[src/rtl/regfile_8x32_if.sv]
// Register-file access bus: one write port, two read ports and the
// written-since-reset map. The master drives the addresses and write data, and the slave
// (the register file) returns the read data.
interface regfile_8x32_if #(
  parameter int WIDTH = 32
);
  logic             ctrl_writeEnable;
  logic [2:0]       ctrl_writeReg;
  logic [WIDTH-1:0] data_writeReg;
  logic [2:0]       ctrl_readRegA;
  logic [2:0]       ctrl_readRegB;
  logic [WIDTH-1:0] data_readRegA;
  logic [WIDTH-1:0] data_readRegB;
  logic [7:0]       written_map;

  modport master (
    output ctrl_writeEnable, ctrl_writeReg, data_writeReg,
    output ctrl_readRegA, ctrl_readRegB,
    input  data_readRegA, data_readRegB, written_map
  );

  modport slave (
    input  ctrl_writeEnable, ctrl_writeReg, data_writeReg,
    input  ctrl_readRegA, ctrl_readRegB,
    output data_readRegA, data_readRegB, written_map
  );
endinterface

[src/rtl/regfile_8x32.sv]
// 8-entry register file with one write port and two combinational read ports.
// r0 is hard-wired to zero. Reads return the pre-edge contents, with no bypass.
// written_map records which of r1..r7 have been written since reset.
module regfile_8x32 #(
  parameter int WIDTH = 32
) (
  input  logic           clock,
  input  logic           ctrl_reset_n,
  regfile_8x32_if.slave  bus
);

  logic [7:0]       wr_sel;
  logic [WIDTH-1:0] regs_q [8];
  logic [WIDTH-1:0] regs_d [8];
  logic [7:0]       written_q;
  logic [7:0]       written_d;

  // One-hot write select decoded from the write address and the global strobe.
  always_comb begin
    // NOTE: default every always_comb output first so no path leaves it unassigned (no latch).
    wr_sel = '0;
    if (bus.ctrl_writeEnable) begin
      wr_sel[bus.ctrl_writeReg] = 1'b1;
    end
  end

  // Next-state contents: load the selected register, except r0, which never loads.
  always_comb begin
    regs_d = regs_q;
    for (int i = 1; i < 8; i++) begin
      if (wr_sel[i]) begin
        regs_d[i] = bus.data_writeReg;
      end
    end
  end

  // Next-state written map: accumulate accepted writes; bit 0 is kept clear.
  always_comb begin
    written_d = (written_q | wr_sel) & 8'hFE;
  end

  // State registers. The asynchronous clear wipes every entry immediately.
  always_ff @(posedge clock or negedge ctrl_reset_n) begin
    if (!ctrl_reset_n) begin
      // NOTE: this storage is reset on purpose, because reads must return zero during and after reset.
      regs_q    <= '{default: '0};
      written_q <= '0;
    end else begin
      // NOTE: sequential state uses non-blocking assignments so reads see pre-edge values.
      regs_q    <= regs_d;
      written_q <= written_d;
    end
  end

  // Port-A read mux, forcing zero for r0.
  always_comb begin
    bus.data_readRegA = '0;
    if (bus.ctrl_readRegA != 3'd0) begin
      bus.data_readRegA = regs_q[bus.ctrl_readRegA];
    end
  end

  // Port-B read mux, forcing zero for r0.
  always_comb begin
    bus.data_readRegB = '0;
    if (bus.ctrl_readRegB != 3'd0) begin
      bus.data_readRegB = regs_q[bus.ctrl_readRegB];
    end
  end

  assign bus.written_map = written_q;

endmodule
[src/flat_wrapper.sv]
// flat-port wrapper written by rule: the top's interface ports become plain ports
module regfile_8x32_flat 
#(
  parameter int WIDTH = 32
)
  (clock, ctrl_reset_n, bus_ctrl_writeEnable, bus_ctrl_writeReg, bus_data_writeReg, bus_ctrl_readRegA, bus_ctrl_readRegB, bus_data_readRegA, bus_data_readRegB, bus_written_map);
  regfile_8x32_if #(.WIDTH(WIDTH)) bus_i ();
  input  logic clock;
  input  logic ctrl_reset_n;
  input wire logic [$bits(bus_i.ctrl_writeEnable)-1:0] bus_ctrl_writeEnable;
  input wire logic [$bits(bus_i.ctrl_writeReg)-1:0] bus_ctrl_writeReg;
  input wire logic [$bits(bus_i.data_writeReg)-1:0] bus_data_writeReg;
  input wire logic [$bits(bus_i.ctrl_readRegA)-1:0] bus_ctrl_readRegA;
  input wire logic [$bits(bus_i.ctrl_readRegB)-1:0] bus_ctrl_readRegB;
  output wire logic [$bits(bus_i.data_readRegA)-1:0] bus_data_readRegA;
  output wire logic [$bits(bus_i.data_readRegB)-1:0] bus_data_readRegB;
  output wire logic [$bits(bus_i.written_map)-1:0] bus_written_map;
  assign bus_i.ctrl_writeEnable = bus_ctrl_writeEnable;
  assign bus_i.ctrl_writeReg = bus_ctrl_writeReg;
  assign bus_i.data_writeReg = bus_data_writeReg;
  assign bus_i.ctrl_readRegA = bus_ctrl_readRegA;
  assign bus_i.ctrl_readRegB = bus_ctrl_readRegB;
  assign bus_data_readRegA = bus_i.data_readRegA;
  assign bus_data_readRegB = bus_i.data_readRegB;
  assign bus_written_map = bus_i.written_map;
  regfile_8x32 #(.WIDTH(WIDTH)) u_core (.clock(clock), .ctrl_reset_n(ctrl_reset_n), .bus(bus_i));
endmodule
[config.mk]
export PLATFORM = sky130hd
export DESIGN_NAME = regfile_8x32_flat
export DESIGN_NICKNAME = d
export VERILOG_FILES = /design/src/rtl/regfile_8x32_if.sv /design/src/rtl/regfile_8x32.sv /design/src/flat_wrapper.sv
export SDC_FILE = /design/constraint.sdc
export NUM_CORES = 1
export LEC_CHECK = 0
export ABC_AREA = 1
export BUFFER_PORTS_ARGS = -buffer_cell sky130_fd_sc_hd__buf_2
export CORE_MARGIN = 2
export CORE_UTILIZATION = 40
export CTS_BUF_LIST = sky130_fd_sc_hd__clkbuf_8
export CTS_CLUSTER_SIZE = 12
export DETAILED_ROUTE_END_ITERATION = 10
export GPL_ROUTABILITY_DRIVEN = 0
export GPL_TIMING_DRIVEN = 0
export PLACE_DENSITY = 0.53
export SLEW_MARGIN = 20
export SYNTH_ARGS = -nofsm -noshare
export SYNTH_HDL_FRONTEND = slang
export SYNTH_SLANG_ARGS = --single-unit
[constraint.sdc]
create_clock -name clock -period 2.15 [get_ports clock]
set_clock_uncertainty 0.05 [all_clocks]
set_input_delay 0.645 -clock clock [delete_from_list [all_inputs] [get_ports clock]]
set_output_delay 0.645 -clock clock [all_outputs]
set_load 0.005 [all_outputs]
==> results.py, run 1 <==
metrics = {
    "critical_path": {
        "end_kind": "output pin",
        "slowest_delay_ns": 0.18,
        "path_cells": "buf_12 > inv_12 > nor2_4 > buf_6 > buf_8 > nand2_2 > nand2_1 > nand2_1 > nand2_1 > buf_2",
        "rr_endpoint": "u_core.bus.written_map[7]",
        "worstPathRequired_ns": 1.45,
        "rr_startpoint": "u_core.bus.written_map[7]",
        "crit_type": "input port to output pin",
        "cp_common_cell": "nand2_1",
        "r2r_cells": 1,
        "critical_path_arrival_ns": 1.68,
        "rrSetupSlack_ns": 1.31,
        "cpMaxStageDelayCell": "nor2_4",
        "critPathLaunchType": "input port",
        "path_max_fanout": 7,
    },
    "clock_tree": {
        "cts_inserted_buffers": 45,
        "cts.htree.levels": 2,
        "root_buffer": "clkbuf_8",
        "cts.sinks": 231,
        "cts_tree": "built",
        "worstSkewPairLatency_ns": 0.57,
        "clkTransAtPathRegs_ns": 0.06,
        "cts_max_path_buffers": 3,
    },
    "route": {
        "wirelength_mm": 51.3,
        "drc": 0,
        "dr.pass1.iters": 5,
        "vias": 13300,
        "viasPerCell": 5.31,
        "ant_nets": 0,
        "wl_per_cell_um": 20.5,
        "drt_iter0_markers": 1114,
    },
    "worst_hold_path": {
        "hold_depth": 3,
        "holdCritStartpoint": "bus_data_writeReg[22]",
        "hold_path.class": "input port to flip-flop",
        "whs_endpoint": "u_core.regs_q[22]",
    },
    "status": {
        "failed_checks": "setup timing",
        "status": "complete, but fails checks",
    },
    "logic_synthesis": {
        "yosysWarnings": 0,
        "synth.net_count": 1885,
        "syn_avg_cell_area_um2": 7.08,
        "synth_seq_cells": 231,
        "syn_inst": 1841,
        "synth_cell_types": 21,
        "netlist_area_um2": 13000,
        "ys_seq_area_share_pct": 44.4,
    },
    "floorplanning": {
        "die_h_um": 184,
        "rows": 66,
        "dieWidth_um": 184,
        "die_area_um2": 34000,
        "start_util_pct": 40.4,
        "io_pins": 116,
        "core-area_um2": 32300,
    },
    "timing": {
        "fmax_mhz": 422,
        "relSlewSlack_pct": 53.8,
        "period_share_pct": 110,
        "rsz0062_at_grt": "yes",
        "fin_setup_tns_ns": -10.31,
        "holdWs_ns": 0.374,
        "hold_violations": 0,
        "period_minus_slack_ns": 2.37,
        "worst_pin_slew_ns": 0.693,
        "setup_ws_ns": -0.222,
        "setup_viol": 64,
        "slew_violations": 0,
    },
    "job": {
        "drv_cap": 0,
    },
    "power_and_ir_drop": {
        "power_frac_comb_pct": 24.9,
        "power.share.clock_pct": 32.5,
        "power.switching_mw": 4.61,
        "irDropWorstVdd_v": 0.000580,
        "p_leak_nw": 8.74,
        "cellPowerDensity_nw_per_um2": 807,
        "pwr-share-seq_pct": 42.6,
        "p_total_mw": 13.6,
        "intPower_mw": 8.98,
        "swShare_pct": 33.9,
    },
    "place": {
        "place_worst_setup_slack_ns": -0.733,
        "dpl_cell_area_um2": 14200,
        "port_buffers": 110,
        "dp_hpwl_mm": 32.9,
    },
    "cells_and_area": {
        "finalInstanceArea_um2": 16800,
        "syn_to_final_growth_pct": 29.1,
        "layout_commonest_cell": "nand2_1",
        "drive_gt1_share_pct": 26.1,
        "mostFrequentLayoutCells": "nand2_1 (731), dfrtp_1 (231), nand3_1 (219), inv_1 (126), buf_2 (118)",
        "antenna_cells": 0,
        "layout.nets": 2075,
    },
    "grt": {
        "grt_max_degree": 93,
        "grtUsageTotal_pct": 30.1,
        "globalRoute.totalOverflow": 0,
        "grt_pass1_vias": 13000,
        "grt_pass1_wl_mm": 76.7,
        "antenna_found_initial": 0,
    },
}
-- cells in the mapped netlist --
library cell / count / share of area [%]
nand2_1: 844 / 24
nand3_1: 258 / 9.9
dfrtp_1: 231 / 44
inv_1: 109 / 3.1
o21ai_1: 87 / 3.3
o21ai_0: 77 / 3.0
buf_2: 52 / 2.0
buf_6: 35 / 3.0
nor2_1: 33 / 0.95
o21ai_2: 28 / 1.9
clkbuf_1: 22 / 0.63
buf_4: 19 / 1.1
a21oi_2: 18 / 1.2
a21oi_1: 14 / 0.54
buf_1: 4 / 0.12
nor2_2: 3 / 0.14
inv_4: 2 / 0.096
nor2_4: 2 / 0.17
conb_1: 1 / 0.029
inv_2: 1 / 0.029
or2_2: 1 / 0.048
-- power by group through the flow --
stage	Clock [mW]	Sequential [mW]	Combinational (mW)
final	4.41	5.79	3.38
after global routing	4.69	5.89	3.80
after CTS	4.48	5.73	3.20
after detailed placement	0	5.78	2.90
after global placement	0	5.77	2.83
after floorplan	0	5.65	2.00
-- kinds of logic (layout without fill, tap and decap cells) --
kind of cell           Yosys count  after routing  share of synthesized area (%)
AOI/OAI and AO/OA              224            224                           9.93
buffers and inverters          244            469                           10.1
DFF                            231            231                           44.4
other                            1              1                         0.0288
and+or+nand+nor               1141           1141                           35.5
-- sequential cells by signal (all words and copies together) (netlist names) --
| signal | flops |
|---|---|
| u_core.bus.written_map | 7 |
| u_core.regs_q | 224 |
-- stage by stage --
step	cells	utilization [%]
6_report	2508	52.1
5_1_grt	2508	52.1
4_1_cts	2509	50.5
3_5_place_dp	2395	44.0
3_3_place_gp	2393	43.8
2_1_floorplan	1841	-
-- layout make-up --
cell class,count,area [µm²]
Clock buffer,58,798
Tap cell,442,553
Buffer,130,1500
Inverter,112,452
Sequential cell,231,5780
Fill cell,3218,15500
Clock inverter,24,96.3
Timing Repair Buffer,145,1170
Multi-Input combinational cell,1366,6470
-- worst max-delay path by stage --
stage / from / endpoint / slack (ns)
global placement: ctrl_reset_n / u_core.bus.written_map[1] / -3.99
floorplan: bus_ctrl_readRegA[0] / bus_data_readRegA[10] / 0.08
finish: bus_ctrl_readRegB[0] / bus_data_readRegB[3] / -0.22
global route: bus_ctrl_readRegB[0] / bus_data_readRegB[3] / -0.25
detailed placement: bus_ctrl_readRegB[1] / bus_data_readRegB[14] / -0.73
CTS: bus_ctrl_readRegB[0] / bus_data_readRegB[14] / -0.20
-- layer usage --
metal | wire length [µm] | track usage (%) | part of all wire [%] | up-vias
met2 | 23800 | 48.3 | 46 | 572
li1 | - | - | - | 6232
met1 | 22000 | 40.4 | 43 | 6421
met5 | 0 | 0 | 0 | -
met4 | 1550 | 11.0 | 3.0 | 0
met3 | 3910 | 5.79 | 7.6 | 104
-- repair_timing --
action / 4_1_cts / 5_1_grt
pin swaps: 50 / 61
setup endpoints to repair: 64 / 64
hold endpoints to repair: 30 / 0
resized for setup: 238 / 159
hold buffers: 1 / 0
gates cloned: 9 / 3
buffers inserted: 22 / 3
-- worst max-delay path: cells and delay by family --
kind          cells  cell delay, ns
simple gates      5            0.42
buf+inv           5            0.60
(Power assumes the default switching activity.)
==> run 2, diff against run 1 <==
--- a/config.mk
+++ b/config.mk
@@ -7,7 +7,7 @@
 export LEC_CHECK = 0
 export ABC_AREA = 1
 export BUFFER_PORTS_ARGS = -buffer_cell sky130_fd_sc_hd__buf_2
-export CORE_MARGIN = 2
+export CORE_MARGIN = 3
 export CORE_UTILIZATION = 40
 export CTS_BUF_LIST = sky130_fd_sc_hd__clkbuf_8
 export CTS_CLUSTER_SIZE = 12
==> run 2 against run 1 <==
Net effect:
- the flow still finishes with violations (setup timing)
- global-route usage shrank 0.98 points
- power down 1.1%
- combinational power barely moved
- maximum frequency grew 0.40%
- via count down 0.26%
- critical path type unchanged
- critical endpoint is now bus_data_readRegA[5]
- largest power group unchanged
==> results.py, run 2 (synthesis gave the netlist of run 1 again) <==
metrics = {
    "floorplanning": {
        "die_area_um2": 34800,
        "core-area_um2": 31800,
        "die_h_um": 186,
        "rows": 65,
        "dieWidth_um": 186,
        "start_util_pct": 41.0,
        "io_pins": 116,
    },
    "cells_and_area": {
        "drive_gt1_share_pct": 25.9,
        "syn_to_final_growth_pct": 28.8,
        "layout.nets": 2077,
        "num-fill-cells": 3143,
        "largest_reg_flops": 224,
        "mostFrequentLayoutCells": "nand2_1 (738), dfrtp_1 (231), nand3_1 (219), inv_1 (121), buf_2 (119)",
        "largest-register": "u_core.regs_q",
        "antenna_cells": 0,
        "layout_commonest_cell": "nand2_1",
    },
    "critical_path": {
        "path_cells": "buf_12 > inv_12 > nor2_4 > buf_6 > buf_8 > nand2_2 > nand2_1 > nand2_1 > nand2_2 > buf_2",
        "critical_path_arrival_ns": 1.67,
        "cpMaxStageDelayCell": "nor2_4",
        "end_kind": "output pin",
        "path_max_fanout": 8,
        "crit_type": "input port to output pin",
        "worstPathRequired_ns": 1.45,
        "slowest_delay_ns": 0.19,
        "critPathLaunchType": "input port",
    },
    "worst_hold_path": {
        "hold_path.class": "input port to flip-flop",
    },
    "timing": {
        "slew_violations": 0,
        "setup_ws_ns": -0.212,
        "relSlewSlack_pct": 54.1,
        "worst_pin_slew_ns": 0.688,
        "hold_violations": 0,
        "rsz0062_at_grt": "yes",
        "setup_viol": 64,
        "period_minus_slack_ns": 2.36,
        "fin_setup_tns_ns": -9.63,
        "period_share_pct": 110,
        "holdWs_ns": 0.391,
        "fmax_mhz": 423,
    },
    "route": {
        "wirelength_mm": 52.3,
        "ant_nets": 0,
        "dr.pass1.iters": 6,
        "viasPerCell": 5.32,
        "drc": 0,
        "wl_per_cell_um": 20.9,
        "drt_iter0_markers": 1236,
        "vias": 13300,
    },
    "power_and_ir_drop": {
        "p_leak_nw": 8.74,
        "irDropWorstVdd_v": 0.000541,
        "p_total_mw": 13.4,
        "cellPowerDensity_nw_per_um2": 801,
    },
    "place": {
        "dp_hpwl_mm": 33.3,
        "port_buffers": 110,
    },
    "status": {
        "failed_checks": "setup timing",
        "status": "complete, but fails checks",
    },
    "clock_tree": {
        "clkTransAtPathRegs_ns": 0.06,
        "cts.sinks": 231,
        "cts_inserted_buffers": 45,
        "worstSkewPairLatency_ns": 0.57,
        "root_buffer": "clkbuf_8",
        "cts_tree": "built",
        "cts_max_path_buffers": 3,
        "cts.htree.levels": 2,
    },
    "job": {
        "drv_cap": 0,
    },
    "grt": {
        "grtUsageTotal_pct": 29.1,
        "grt_pass1_wl_mm": 78.4,
        "globalRoute.totalOverflow": 0,
        "grt_pass1_vias": 12900,
        "grt_max_degree": 92,
        "antenna_found_initial": 0,
    },
}
## run 2: changes by cell type in the layout (fill, tap and decap cells not counted), sizes merged
cell	before	now
clkbuf	80	82
clkinvlp	2	1
clkinv	2	4
buf	251	248
inv	132	128
## run 2: worst paths after layout
check / start / endpoint / slack [ns] / cells past startpoint
worst max register to register: u_core.bus.written_map[7] / u_core.bus.written_map[7] / 1.33 / 1
worst min-delay path: bus_data_writeReg[19] / u_core.regs_q[115] / 0.39 / 3
min in group asynchronous: ctrl_reset_n / u_core.regs_q[136] / 0.54 / 2
max in group asynchronous: ctrl_reset_n / u_core.regs_q[153] / 0.65 / 3
worst max-delay path: bus_ctrl_readRegA[0] / bus_data_readRegA[5] / -0.21 / 10
worst min register to register: u_core.bus.written_map[2] / u_core.bus.written_map[2] / 0.41 / 2
## run 2: layout make-up
| class | count | area [µm²] | share of cell area [%] |
|---|---|---|---|
| Multi-Input combinational cell | 1366 | 6470 | 38.6 |
| Sequential cell | 231 | 5780 | 34.5 |
| Buffer | 130 | 1480 | 8.80 |
| Timing Repair Buffer | 147 | 1210 | 7.23 |
| Clock buffer | 55 | 757 | 4.51 |
| Tap cell | 435 | 544 | 3.24 |
| Inverter | 112 | 449 | 2.68 |
| Clock inverter | 21 | 83.8 | 0.500 |
## run 2: worst max-delay path, delay by kind of cell
kind                   cells  cell delay (ns)
AND/OR/NAND/NOR            5             0.44
buffers and inverters      5             0.58
## run 2: power by group
group	switching, mW	internal [mW]	leakage, nW	total, mW
clock	1.98	2.28	0.502	4.26
sequential	0.630	5.16	2.83	5.79
combinational	1.97	1.41	5.41	3.39
total	4.58	8.85	8.74	13.4
## run 2: per-layer routing
metal  global-route usage [%]  up-vias  share of wire (%)
met5                        0        -                  0
met2                     48.1      554                 47
met1                     38.9     6396                 43
met4                     9.89        0                3.2
met3                     5.09      110                7.5
li1                         -     6235                  -
## run 2: metrics by stage
stage / setup WS (ns) / std cells / util, % / instance area, µm²
3_5_place_dp: -0.778 / 2388 / 44.6 / 14200
3_3_place_gp: -4.10 / 2386 / 44.4 / 14100
4_1_cts: -0.188 / 2489 / 51.0 / 16200
6_report: -0.212 / 2497 / 52.8 / 16800
5_1_grt: -0.253 / 2497 / 52.8 / 16800
2_1_floorplan: 0.0814 / 1841 / - / 13000
## run 2: repair_timing
item / in CTS / in global routing
setup buffers: 18 / 5
hold buffers: 1 / 0
endpoints found under the setup margin: 64 / 64
hold endpoints to repair: 56 / 0
pin swaps: 38 / 58
gates cloned: 6 / 6
gates resized for setup: 259 / 120
==> run 3, diff against run 2 <==
--- a/config.mk
+++ b/config.mk
@@ -15,6 +15,7 @@
 export GPL_ROUTABILITY_DRIVEN = 0
 export GPL_TIMING_DRIVEN = 0
 export PLACE_DENSITY = 0.53
+export RECOVER_POWER = 50
 export SLEW_MARGIN = 20
 export SYNTH_ARGS = -nofsm -noshare
 export SYNTH_HDL_FRONTEND = slang
==> run 3 against run 2 <==
Net effect:
- the flow still finishes with violations (setup timing)
- hold slack worse by 0.024 ns
- sequential share of layout area up 0.59 points
- global-route usage unchanged
- count of clock-buffer cells in the layout unchanged
- worst setup slack worse by 0.013 ns
- critical path depth unchanged
- power down 0.63%
- sequential power about the same
- critical path type unchanged
- largest cell class unchanged
- highest routed layer unchanged
==> results.py, run 3 (synthesis gave the netlist of run 1 again) <==
metrics = {
    "critical_path": {
        "critPathLaunchType": "input port",
        "rr_startpoint": "u_core.bus.written_map[7]",
        "rrSetupSlack_ns": 1.33,
        "worstPathRequired_ns": 1.45,
        "crit_end": "bus_data_readRegA[5]",
        "rr_endpoint": "u_core.bus.written_map[7]",
        "end_kind": "output pin",
        "r2r_cells": 1,
        "path_max_fanout": 8,
        "worstSetupStartpoint": "bus_ctrl_readRegA[0]",
        "critical_path_arrival_ns": 1.68,
        "crit_type": "input port to output pin",
    },
    "floorplanning": {
        "rows": 65,
        "io_pins": 116,
        "die_area_um2": 34800,
        "core-area_um2": 31800,
        "die_h_um": 186,
        "start_util_pct": 41.0,
        "dieWidth_um": 186,
    },
    "cells_and_area": {
        "finalInstanceArea_um2": 16500,
        "stdcell_count": 2497,
        "multi_input_area_um2": 6390,
        "seq_area_um2": 5780,
        "antenna_cells": 0,
        "largest_reg_flops": 224,
        "largest-register": "u_core.regs_q",
        "num-fill-cells": 3224,
        "layout.nets": 2077,
        "mostFrequentLayoutCells": "nand2_1 (738), dfrtp_1 (231), nand3_1 (219), o21ai_0 (156), inv_1 (121)",
        "syn_to_final_growth_pct": 26.6,
        "final_util_pct": 51.9,
        "drive_gt1_share_pct": 23.7,
        "layout_commonest_cell": "nand2_1",
    },
    "clock_tree": {
        "cts_max_path_buffers": 3,
        "cts.htree.levels": 2,
        "clkTransAtPathRegs_ns": 0.06,
        "cts_tree": "built",
        "worstSkewPairLatency_ns": 0.57,
        "cts.sinks": 231,
        "root_buffer": "clkbuf_8",
        "cts_inserted_buffers": 45,
    },
    "timing": {
        "fmax_mhz": 421,
        "hold_violations": 0,
        "setup_ws_ns": -0.225,
        "period_minus_slack_ns": 2.38,
        "rsz0062_at_grt": "yes",
        "slew_violations": 0,
        "fin_setup_tns_ns": -9.84,
        "period_share_pct": 110,
        "relSlewSlack_pct": 38.8,
        "worst_pin_slew_ns": 0.918,
        "setup_viol": 64,
    },
    "power_and_ir_drop": {
        "irDropWorstVdd_v": 0.000542,
        "p_leak_nw": 8.60,
        "cellPowerDensity_nw_per_um2": 810,
    },
    "place": {
        "port_buffers": 110,
        "dp_hpwl_mm": 33.3,
        "dpl_cell_area_um2": 14200,
        "dpl.cell_count": 2388,
    },
    "grt": {
        "globalRoute.totalOverflow": 0,
        "antenna_found_initial": 0,
        "grt_pass1_vias": 12900,
        "grt_max_degree": 92,
        "grtUsageTotal_pct": 29.1,
        "grt_pass1_wl_mm": 78.4,
    },
    "route": {
        "ant_nets": 0,
        "drc": 0,
        "wirelength_mm": 52.4,
        "viasPerCell": 5.33,
        "dr.pass1.iters": 5,
        "drt_iter0_markers": 1142,
        "wl_per_cell_um": 21.0,
        "vias": 13300,
    },
    "job": {
        "drv_cap": 0,
    },
    "status": {
        "failed_checks": "setup timing",
        "status": "complete, but fails checks",
    },
    "worst_hold_path": {
        "hold_path.class": "input port to flip-flop",
    },
}
## run 3: changes by cell type in the layout (fill, tap and decap cells not counted), moves of 11 or more
cell,change
buf_6,-24
o21ai_1,-57
clkbuf_2,+11
o21ai_2,-22
o21ai_0,+79
clkbuf_1,+22
## run 3: report_power, final
group / leakage, nW / internal (mW) / switching [mW] / total (mW)
logic: 5.27 / 1.35 / 1.94 / 3.29
clock network: 0.502 / 2.28 / 1.98 / 4.27
registers: 2.83 / 5.16 / 0.633 / 5.79
## run 3: metal layers
metal | vias to the layer above | part of all wire (%) | GRT usage, %
li1 | 6212 | - | -
met1 | 6391 | 42 | 38.9
met2 | 598 | 46 | 48.1
met3 | 114 | 8.1 | 5.09
met4 | 0 | 3.2 | 9.89
met5 | - | 0 | 0
## run 3: worst max-delay path, cell delays in order
cell and delay [ns]:
buf_12 0.11, inv_12 0.05, nor2_4 0.19, buf_6 0.17, buf_8 0.14, nand2_2 0.05
nand2_1 0.06, nand2_1 0.06, nand2_2 0.08, buf_2 0.11
## run 3: what timing repair did
item	CTS	global route
buffers inserted	18	5
hold buffers	1	0
setup endpoints to repair	64	64
gates resized for setup	259	120
pin swaps	38	58
gates cloned	6	6
hold endpoints to repair	56	0
## run 3: cell type report
type | count | area share, %
Inverter | 112 | 2.72
Multi-Input combinational cell | 1366 | 38.7
Sequential cell | 231 | 35.0
Tap cell | 435 | 3.30
Clock inverter | 21 | 0.508
Clock buffer | 55 | 4.59
Timing Repair Buffer | 147 | 7.28
Buffer | 130 | 7.84
## run 3: how the worst min path moves through the flow
stage	from	to	depth (start not counted)
final	bus_data_writeReg[20]	u_core.regs_q[148]	3
after global routing	bus_data_writeReg[16]	u_core.regs_q[80]	3
after CTS	bus_data_writeReg[16]	u_core.regs_q[112]	3
after detailed placement	u_core.bus.written_map[2]	u_core.bus.written_map[2]	2
after global placement	u_core.bus.written_map[3]	u_core.bus.written_map[3]	2
after floorplan	ctrl_reset_n	u_core.bus.written_map[1]	0
## run 3: stage by stage
step	setup slack [ns]	total power, mW	hold WS (ns)
3_5_place_dp	-0.778	8.70	0.399
4_1_cts	-0.188	13.3	0.356
5_1_grt	-0.253	14.1	0.382
2_1_floorplan	0.0814	7.64	0.299
3_3_place_gp	-4.10	8.61	0.396
6_report	-0.225	13.4	0.367
